**config.mk**
```make
export PLATFORM = sky130hd
export DESIGN_NAME = display_scan_controller
export DESIGN_NICKNAME = d
export VERILOG_FILES = /design/src/rtl/display_scan_controller.sv
export SDC_FILE = /design/constraint.sdc
export NUM_CORES = 1
export LEC_CHECK = 0
export BUFFER_PORTS_ARGS = -buffer_cell sky130_fd_sc_hd__buf_2
export CORE_MARGIN = 3
export CORE_UTILIZATION = 40
export DETAILED_ROUTE_END_ITERATION = 6
export PLACE_DENSITY = 0.67
export REMOVE_ABC_BUFFERS = 1
export SLEW_MARGIN = 25
export SYNTH_ARGS = -nofsm -noshare
export SYNTH_HDL_FRONTEND = slang
export SYNTH_SLANG_ARGS = --single-unit
```
**constraint.sdc**
```tcl
create_clock -name clk -period 4.5 [get_ports clk]
set_clock_uncertainty 0.05 [all_clocks]
set_input_delay 0.225 -clock clk [delete_from_list [all_inputs] [get_ports clk]]
set_output_delay 0.225 -clock clk [all_outputs]
set_load 0.005 [all_outputs]
```
**src/rtl/display_scan_controller.sv**
```systemverilog
// -----------------------------------------------------------------------------
// display_scan_controller
//
// Multiplexed hex display scanner. A prescaler divides clk into digit slots of
// CLK_DIV cycles; on every slot boundary the scan position advances through
// 0..NUM_DIGITS-1 and wraps. A new 32-bit value is staged on `load` and only
// becomes the displayed (active) value at a frame boundary (position wrapping
// to 0), so a frame never shows a mix of old and new nibbles.
//
// Parameters:
//   CLK_DIV     clk cycles per digit slot (2..2^24)
//   NUM_DIGITS  digits scanned per frame (1..8)
//
// Ports:
//   clk       in   sole clock, rising edge
//   rst       in   synchronous active-high reset
//   value     in   [31:0] hex value, nibble i belongs to digit position i
//   load      in   single-cycle request to stage `value`
//   load_ack  out  one-cycle pulse when the staged value becomes active
//   digit     out  [3:0] nibble of the active value at the current position
//   position  out  [2:0] current digit index
//   blank     out  current digit must not be lit
//
// Build option:
//   LEADING_ZERO_BLANK_EN  when defined, blank suppresses leading zeros
//                          (position 0 is never blanked). When undefined,
//                          blank is tied low.
// -----------------------------------------------------------------------------
module display_scan_controller #(
  parameter int CLK_DIV    = 100000,
  parameter int NUM_DIGITS = 8
) (
  input  logic        clk,
  input  logic        rst,
  input  logic [31:0] value,
  input  logic        load,
  output logic        load_ack,
  output logic [3:0]  digit,
  output logic [2:0]  position,
  output logic        blank
);

  localparam logic [23:0] PRESC_MAX = 24'(CLK_DIV - 1);
  localparam logic [2:0]  POS_MAX   = 3'(NUM_DIGITS - 1);

  logic [23:0] prescaler_q, prescaler_d;
  logic [2:0]  position_q,  position_d;
  logic [31:0] staged_q,    staged_d;
  logic [31:0] active_q,    active_d;
  logic        pending_q,   pending_d;
  logic        load_ack_q,  load_ack_d;

  logic tick;
  logic wrap;

  // NOTE: every signal written here gets a default first, so no path leaves
  // it unassigned and no latch is inferred.
  always_comb begin
    tick = (prescaler_q == PRESC_MAX);
    wrap = tick && (position_q == POS_MAX);

    prescaler_d = tick ? 24'd0 : prescaler_q + 24'd1;

    position_d = position_q;
    if (tick) begin
      position_d = wrap ? 3'd0 : position_q + 3'd1;
    end

    staged_d   = load ? value : staged_q;
    pending_d  = pending_q;
    active_d   = active_q;
    load_ack_d = 1'b0;

    // Commit at the frame boundary. load_ack is registered so it is high in
    // the same cycle position first reads 0 with the new active value.
    if (wrap && pending_q) begin
      active_d   = staged_q;
      pending_d  = 1'b0;
      load_ack_d = 1'b1;
    end

    // A load on the commit edge stages the new value after the old one has
    // been committed above, so pending stays set for the next frame.
    if (load) begin
      pending_d = 1'b1;
    end
  end

  // NOTE: sequential state uses non-blocking assignments so all registers
  // update together from pre-edge values. Every register here is plain
  // control/data state (no memory array), so all of it is reset.
  always_ff @(posedge clk) begin
    if (rst) begin
      prescaler_q <= '0;
      position_q  <= '0;
      staged_q    <= '0;
      active_q    <= '0;
      pending_q   <= 1'b0;
      load_ack_q  <= 1'b0;
    end else begin
      prescaler_q <= prescaler_d;
      position_q  <= position_d;
      staged_q    <= staged_d;
      active_q    <= active_d;
      pending_q   <= pending_d;
      load_ack_q  <= load_ack_d;
    end
  end

  assign position = position_q;
  assign load_ack = load_ack_q;
  assign digit    = active_q[{position_q, 2'b00} +: 4];

`ifdef LEADING_ZERO_BLANK_EN
  // Blank when this and every higher scanned nibble is zero; position 0 is
  // always lit so a value of 0 still shows a single "0".
  logic upper_zero;

  always_comb begin
    upper_zero = 1'b1;
    for (int i = 0; i < 8; i++) begin
      if ((i < NUM_DIGITS) && (i >= int'(position_q)) &&
          (active_q[4*i +: 4] != 4'h0)) begin
        upper_zero = 1'b0;
      end
    end
  end

  assign blank = (position_q != 3'd0) && upper_zero;
`else
  assign blank = 1'b0;
`endif

endmodule

```
Word level (Yosys, flattened, before mapping):

Index checks and enable logic that the tools add are counted.

* register bits: 93
* input bits: 35

* reductions and logical operators: 4
* add/subtract/negate cells: 2
* shift operators: 1
* muxes and demuxes: 4
* eq/ne operators: 2

Operators with widths (number)
* $shiftx A32 B6 Y4: 1
* $add A24 B1 Y24 const B: 1
* $eq A24 B17 Y1 const B: 1
* $add A3 B1 Y3 const B: 1
* $eq A3 B3 Y1 const B: 1
* $mux W1: 3
* $mux W3: 1
* $logic_and A1 B1 Y1: 2
* $reduce_bool A2 Y1: 1
* $reduce_or A2 Y1: 1

Depth between registers and ports, before layout:

Gate-level depths: netlist (run 1).

* depth after elaboration: 5
* mapped depth: 8

Least setup slack after synthesis (run 1):

No wires, ideal clock.

* path type: flip-flop to flip-flop
* from: register prescaler_q[0]
* to: register prescaler_q[11]
* required time: 4333 ps
* path buffers: 3
* setup slack: 2649 ps
* stages on the path, launching flop included: 9
* arrival time: 1684 ps
* cells stage by stage: dfxtp_1 -> ha_1 -> and4_1 -> buf_4 -> and4_1 -> clkbuf_1 -> a21o_1 -> buf_2 -> nor2_1

* word-level cells in the longest chain between the ends: 2

RTL lines
* start, declared: RTL line 46 `logic [23:0] prescaler_q, prescaler_d;`
* start signal, assigned: RTL line 101 `prescaler_q <= prescaler_d;`
* parallel branches: the longest is 2 deep, another holds $add A24 B1 Y24

Several ways; the timed one is not identified.
A chain may end at the register's enable or synchronous reset.

Worst setup path after layout (run 1):

* from: register position_q[0] (netlist: position[0])
* to: register active_q[7]

* word-level cells in the longest chain between the ends: 3

RTL lines
* start, declared: RTL line 47 `logic [2:0] position_q, position_d;`
* start signal, assigned: RTL line 102 `position_q <= position_d;`
* $eq A3 B3 Y1: RTL line 60 `wrap = tick && (position_q == POS_MAX);`
* $logic_and A1 B1 Y1: RTL line 60
* $logic_and A1 B1 Y1: RTL line 76 `if (wrap && pending_q) begin`
* end signal, assigned: RTL line 104 `active_q <= active_d;`
* end, declared: RTL line 49 `logic [31:0] active_q, active_d;`

Every way passes these cells.

==> impl_metrics.toml, run 1 <==
[global_routing]
grt_usage_pct = 15.8
antenna_found_initial = 0
overflow = 0
first_global_vias = 2921
grt_max_degree = 72
grt_pass1_wl_um = 14600

[floorplan]
core_region_area_sq_um = 9500
die_w_um = 106
die_h_um = 106
num_rows = 35
ioPinCount = 44
dieArea_sq_um = 11200
initial_core_util_pct = 42.1

[placed_design]
dp_hpwl_um = 5430
place_congestion = 0.775
dpl_worst_slack_ns = 1.12
numPlacedInstances = 560
dpl-instance-area_sq_um = 4220
port_buffers = 42

[layout]
syn2layout_area_growth_pct = 10.8
utilization_pct = 46.7
fill_cells = 911
fin_area_sq_um = 4440
antenna_cells = 0
drive_above_1_share_pct = 17.6
fin_nets = 481
instances_no_fill = 577
final_common_cell = "dfxtp_1"
final_cell_mix = "dfxtp_1 (93), nor2_1 (48), a21oi_1 (44)"

[synthesis]
synth_top_family_by_area = "simple AND/OR/NAND/NOR gates"
synth_warnings = 0
ys_seq_area_share_pct = 46.5
syn_area_sq_um = 4000
synth-xor-area-share_pct = 2.84
synth_seq_cells = 93
synthAdderAreaFrac_pct = 0.938
muxShareOfSynthArea_pct = 13.6
synth_area_per_cell_sq_um = 9.42
synth.distinct_cells = 37
synth-simple-area-share_pct = 18.9
synth-compound-area-share_pct = 12.0
syn_inst = 425

[sta]
hold_viol_final = 0
report.final.slew_viol_count = 0
fin_crit_sh_pct = 63.0
max_freq_mhz = 353
grt_setup_unrepaired = "no"
holdWs_ns = 0.0346
timing.final.ws_setup_ns = 1.67
min_period_ns = 2.83
worstMarginPinSlew_ns = 0.959
tns_ns = 0
slew_headroom_pct = 36.0
setup_viol = 0

[worst_hold_path]
holdPathStages = 3
hold_class = "primary input to register"

[pwr]
total_power_mw = 1.52
peakVddDrop_mv = 0.126
p_leak_nw = 1.64
cellPowerDensity_nw_per_um2 = 343

[cts]
cts_setup_buffers = 0
clock_sinks = 93
tritoncts = "yes"
htree_levels = 3
cts_buffer_depth = 2
cts_root_buf = "clkbuf_8"
clk_pin_slew_ns = 0.11
numCtsBuffers = 9
postCtsHoldBufs = 0
cts_resized = 0
clock_latency_ns = 0.37

[setup_path]
path_delay_family = "flip-flops"
setup.worst_path.end_class = "register"
worst_ep_required_time_ns = 4.67
worstPathCellList = "ha_1, ha_1, and2_1, buf_4, nand4_1, buf_6, o21ai_0, a21oi_1"
worst_ep_arrival_time_ns = 3.00
critPathLaunchType = "register"
critPathSlowestCell = "dfxtp_1"
worstRegToRegCells = 8
critPathKind = "register to register"
cp.depth = 8
critPathMaxStageDelay_ns = 0.75
cp.buffers_inverters = 2
cp_common_cell = "ha_1"
crit_fanout = 33

[routing]
route.final.wire_length_um = 8580
vias_per_cell = 5.52
drt_pass1_iterations = 4
drt_iter0_drc = 196
route.antenna.remaining_nets = 0
drc_errors = 0
wl_per_cell_um = 14.9
routed-via-count = 3184

[job]
maxCapViolations = 0

[run_status]
status = "finished, final reports clean"
## layer usage
metal  routed length, um  share of wire, %  track usage, %
met5                   0                 0               0
met2                3940                46            23.3
met4                 144               1.7            7.12
met3                 409               4.8            2.79
met1                4090                48            22.6
## power by group
group,internal [mW],switching [mW]
registers,0.843,0.0137
logic,0.0324,0.0360
clock network,0.271,0.323
total,1.15,0.373
## registers in the layout, summed over array words and instances (netlist names)
signal	cells
active_q	32
load_ack	1
pending_q	1
position	3
prescaler_q	24
staged_q	32
## cell families (layout without fill, tap and decap cells)
| logic type | Yosys count | in the layout |
|---|---|---|
| buf+inv | 44 | 67 |
| mux | 44 | 44 |
| simple gates | 136 | 136 |
| xor+xnor | 13 | 13 |
| other cells | 1 | 1 |
| fa+ha+maj | 3 | 3 |
| compound gates | 91 | 91 |
| flops | 93 | 93 |
## cells in the mapped netlist
master    instances  area [sq um]
a21o_1            1          7.51
a21oi_1          44           220
a31oi_1           1          6.26
and2_1            2          12.5
and3_1            1          6.26
and4_1            5          43.8
and4bb_2          1          12.5
buf_2             8          40.0
buf_4             6          45.0
buf_6             1          11.3
clkbuf_1         25          93.8
conb_1            1          3.75
dfxtp_1          93          1860
ha_1              3          37.5
inv_1             4          15.0
mux2_2            4          45.0
mux2i_1          32           320
mux4_2            8           180
nand2_1           7          26.3
nand2b_1          1          6.26
nand3_1           6          30.0
nand3_2           1          10.0
nand4_1          42           263
nand4_2           2          25.0
nand4b_1          2          17.5
nor2_1           48           180
nor3_1            2          10.0
nor4_1            6          37.5
o211ai_1          1          7.51
o21ai_0          37           185
o31ai_1           6          45.0
o41ai_1           1          8.76
or3_1             2          12.5
or4_1             7          52.6
or4b_1            1          10.0
xnor2_1           6          52.6
xor2_1            7          61.3
## worst paths after layout
kind                                     to  slack, ns                      from
hold / removal    staged_q[18]$_SDFFE_PP0P_       0.03                 value[18]
hold reg to reg      pending_q$_SDFFE_PP0P_       0.43    pending_q$_SDFFE_PP0P_
setup reg to reg   active_q[7]$_SDFFE_PP0P_       1.67  position[0]$_SDFFE_PP0P_
setup / recovery   active_q[7]$_SDFFE_PP0P_       1.67  position[0]$_SDFFE_PP0P_
## tightest hold or removal path: stages
cell     delay, ns
buf_2         0.08
mux2i_1       0.05
nor2_1        0.07
## layout make-up
class	instances	area (sq um)	area share, %
clock inverter	7	87.6	1.97
timing repair buffer	47	251	5.67
inverter	4	15.0	0.338
sequential	93	1860	42.0
clock buffer	9	124	2.79
multi-input combinational	288	1940	43.6
tap	129	161	3.64
Power figures use the tool's default switching activity.
==> run 2: changes to the inputs <==
Clock period 4.5 ns to 2.87 ns, I/O delays scaled along.
==> run 2 against run 1 <==
Compared with the run above:
- first-iteration DRC count down 32%
- die area unchanged
- fmax up 24%
- total power up 58%
- highest routed layer unchanged
- hold slack worse by 0.026 ns
- final cell count up 6.1%
- critical endpoint is now active_q[5]$_SDFFE_PP0P_
- wire length up 2.7%
==> impl_metrics.toml, run 2 (synthesis gave the netlist of run 1 again) <==
[pwr]
total_power_mw = 2.41
p_leak_nw = 1.78
peakVddDrop_mv = 0.219
cellPowerDensity_nw_per_um2 = 504

[placed_design]
dp_hpwl_um = 5630
port_buffers = 42
place_congestion = 0.740
dpl-instance-area_sq_um = 4250
dpl_worst_slack_ns = 0.622

[worst_hold_path]
hold_class = "primary input to register"
min_from = "value[27]"
whs_endpoint = "staged_q[27]$_SDFFE_PP0P_"
holdPathStages = 3

[cts]
htree_levels = 3
clock_sinks = 93
clk_pin_slew_ns = 0.10
numCtsBuffers = 9
cts_setup_buffers = 0
clock_latency_ns = 0.36
cts_buffer_depth = 2
cts_root_buf = "clkbuf_8"
tritoncts = "yes"

[setup_path]
critPathMaxStageDelay_ns = 0.45
critPathLaunchType = "register"
setup.worst_path.end_class = "register"
worst_ep_required_time_ns = 3.11
cp_common_cell = "and4_1"
critPathKind = "register to register"
worstPathCellList = "ha_1, and4_1, and4_1, buf_4, nand4_1, a21oi_1"
rrSetupSlack_ns = 0.58
crit_fanout = 26
worst_ep_arrival_time_ns = 2.53
timing.rr.start = "prescaler_q[0]$_SDFF_PP0_"
critPathSlowestCell = "and4_1"
worstRegToRegCells = 6
regToRegEndpoint = "active_q[5]$_SDFFE_PP0P_"

[sta]
report.final.slew_viol_count = 0
setup_viol = 0
min_period_ns = 2.29
worstMarginPinSlew_ns = 0.947
hold_viol_final = 0
fin_crit_sh_pct = 79.8
tns_ns = 0
timing.final.ws_setup_ns = 0.581
grt_setup_unrepaired = "no"
slew_headroom_pct = 36.8
max_freq_mhz = 437

[floorplan]
die_w_um = 106
initial_core_util_pct = 42.1
core_region_area_sq_um = 9500
num_rows = 35
die_h_um = 106
dieArea_sq_um = 11200
ioPinCount = 44

[layout]
top_regs = "active_q x32, staged_q x32, prescaler_q x24"
final_cell_mix = "dfxtp_1 (93), nor2_1 (48), a21oi_1 (44)"
antenna_cells = 0
fin_area_sq_um = 4780
utilization_pct = 50.3
register_area_sq_um = 1860
drive_above_1_share_pct = 17.2
fin_nets = 516
fill_cells = 888
final_common_cell = "dfxtp_1"
multiInputGateArea_sq_um = 1940
syn2layout_area_growth_pct = 19.4

[routing]
route.final.wire_length_um = 8820
routed-via-count = 3308
drc_errors = 0
drt_pass1_iterations = 4
wl_per_cell_um = 14.4
drt_iter0_drc = 134
vias_per_cell = 5.41
route.antenna.remaining_nets = 0

[global_routing]
overflow = 0
grt_usage_pct = 16.2
grt_pass1_wl_um = 15100
first_global_vias = 3094
antenna_found_initial = 0
grt_max_degree = 39

[run_status]
status = "finished, final reports clean"

[job]
maxCapViolations = 0
## run 2: worst max path at each step
stage | startpoint | to | slack (ns) | depth (start not counted)
after detailed placement | prescaler_q[0]$_SDFF_PP0_ | active_q[1]$_SDFFE_PP0P_ | 0.62 | 6
after CTS | prescaler_q[0]$_SDFF_PP0_ | active_q[5]$_SDFFE_PP0P_ | 0.59 | 6
after floorplan | position[0]$_SDFFE_PP0P_ | active_q[0]$_SDFFE_PP0P_ | -0.08 | 6
final | prescaler_q[0]$_SDFF_PP0_ | active_q[5]$_SDFFE_PP0P_ | 0.58 | 6
after global routing | prescaler_q[0]$_SDFF_PP0_ | active_q[15]$_SDFFE_PP0P_ | 0.41 | 6
after global placement | prescaler_q[0]$_SDFF_PP0_ | active_q[27]$_SDFFE_PP0P_ | 0.74 | 6
## run 2: final cells by class
cell class	instances	area share, %
Timing Repair Buffer	82	12.3
Sequential cell	93	39.0
Clock inverter	7	1.94
Inverter	4	0.314
Clock buffer	9	2.59
Multi-Input combinational cell	288	40.5
Tap cell	129	3.38
## run 2: per-layer routing
metal / up-vias / GRT usage, % / share of wire (%) / wire [um]
met3: 6 / 2.98 / 3.9 / 345
met4: 0 / 4.72 / 1.1 / 93
met2: 76 / 26.0 / 48 / 4190
li1: 1665 / - / - / -
met1: 1561 / 22.5 / 47 / 4190
met5: - / 0 / 0 / 0
## run 2: critical path, delay by kind of cell (launching register included)
family,cells,cell delay (ns)
AND/OR/NAND/NOR,3,0.98
AO/OA/AOI/OAI,1,0.20
buffers and inverters,1,0.36
flip-flops,1,0.40
adder cells (fa/ha/maj),1,0.23
## run 2: repair_timing
| item | in CTS | in global routing |
|---|---|---|
| resized for setup | 0 | 0 |
| endpoints found under the hold margin | 31 | 0 |
| hold buffers | 31 | 0 |
## run 2: power breakdown
group	internal, mW	leakage, nW	switching [mW]
combinational	0.0799	0.917	0.0624
sequential	1.32	0.756	0.0218
clock	0.425	0.109	0.497
## run 2: through the flow
| step | hold WS [ns] | std cells |
|---|---|---|
| 2_1_floorplan | 0.163 | 385 |
| 3_5_place_dp | 0.338 | 565 |
| 6_report | 0.00820 | 612 |
| 3_3_place_gp | 0.329 | 565 |
| 4_1_cts | 0.0114 | 612 |
| 5_1_grt | 0.0102 | 612 |
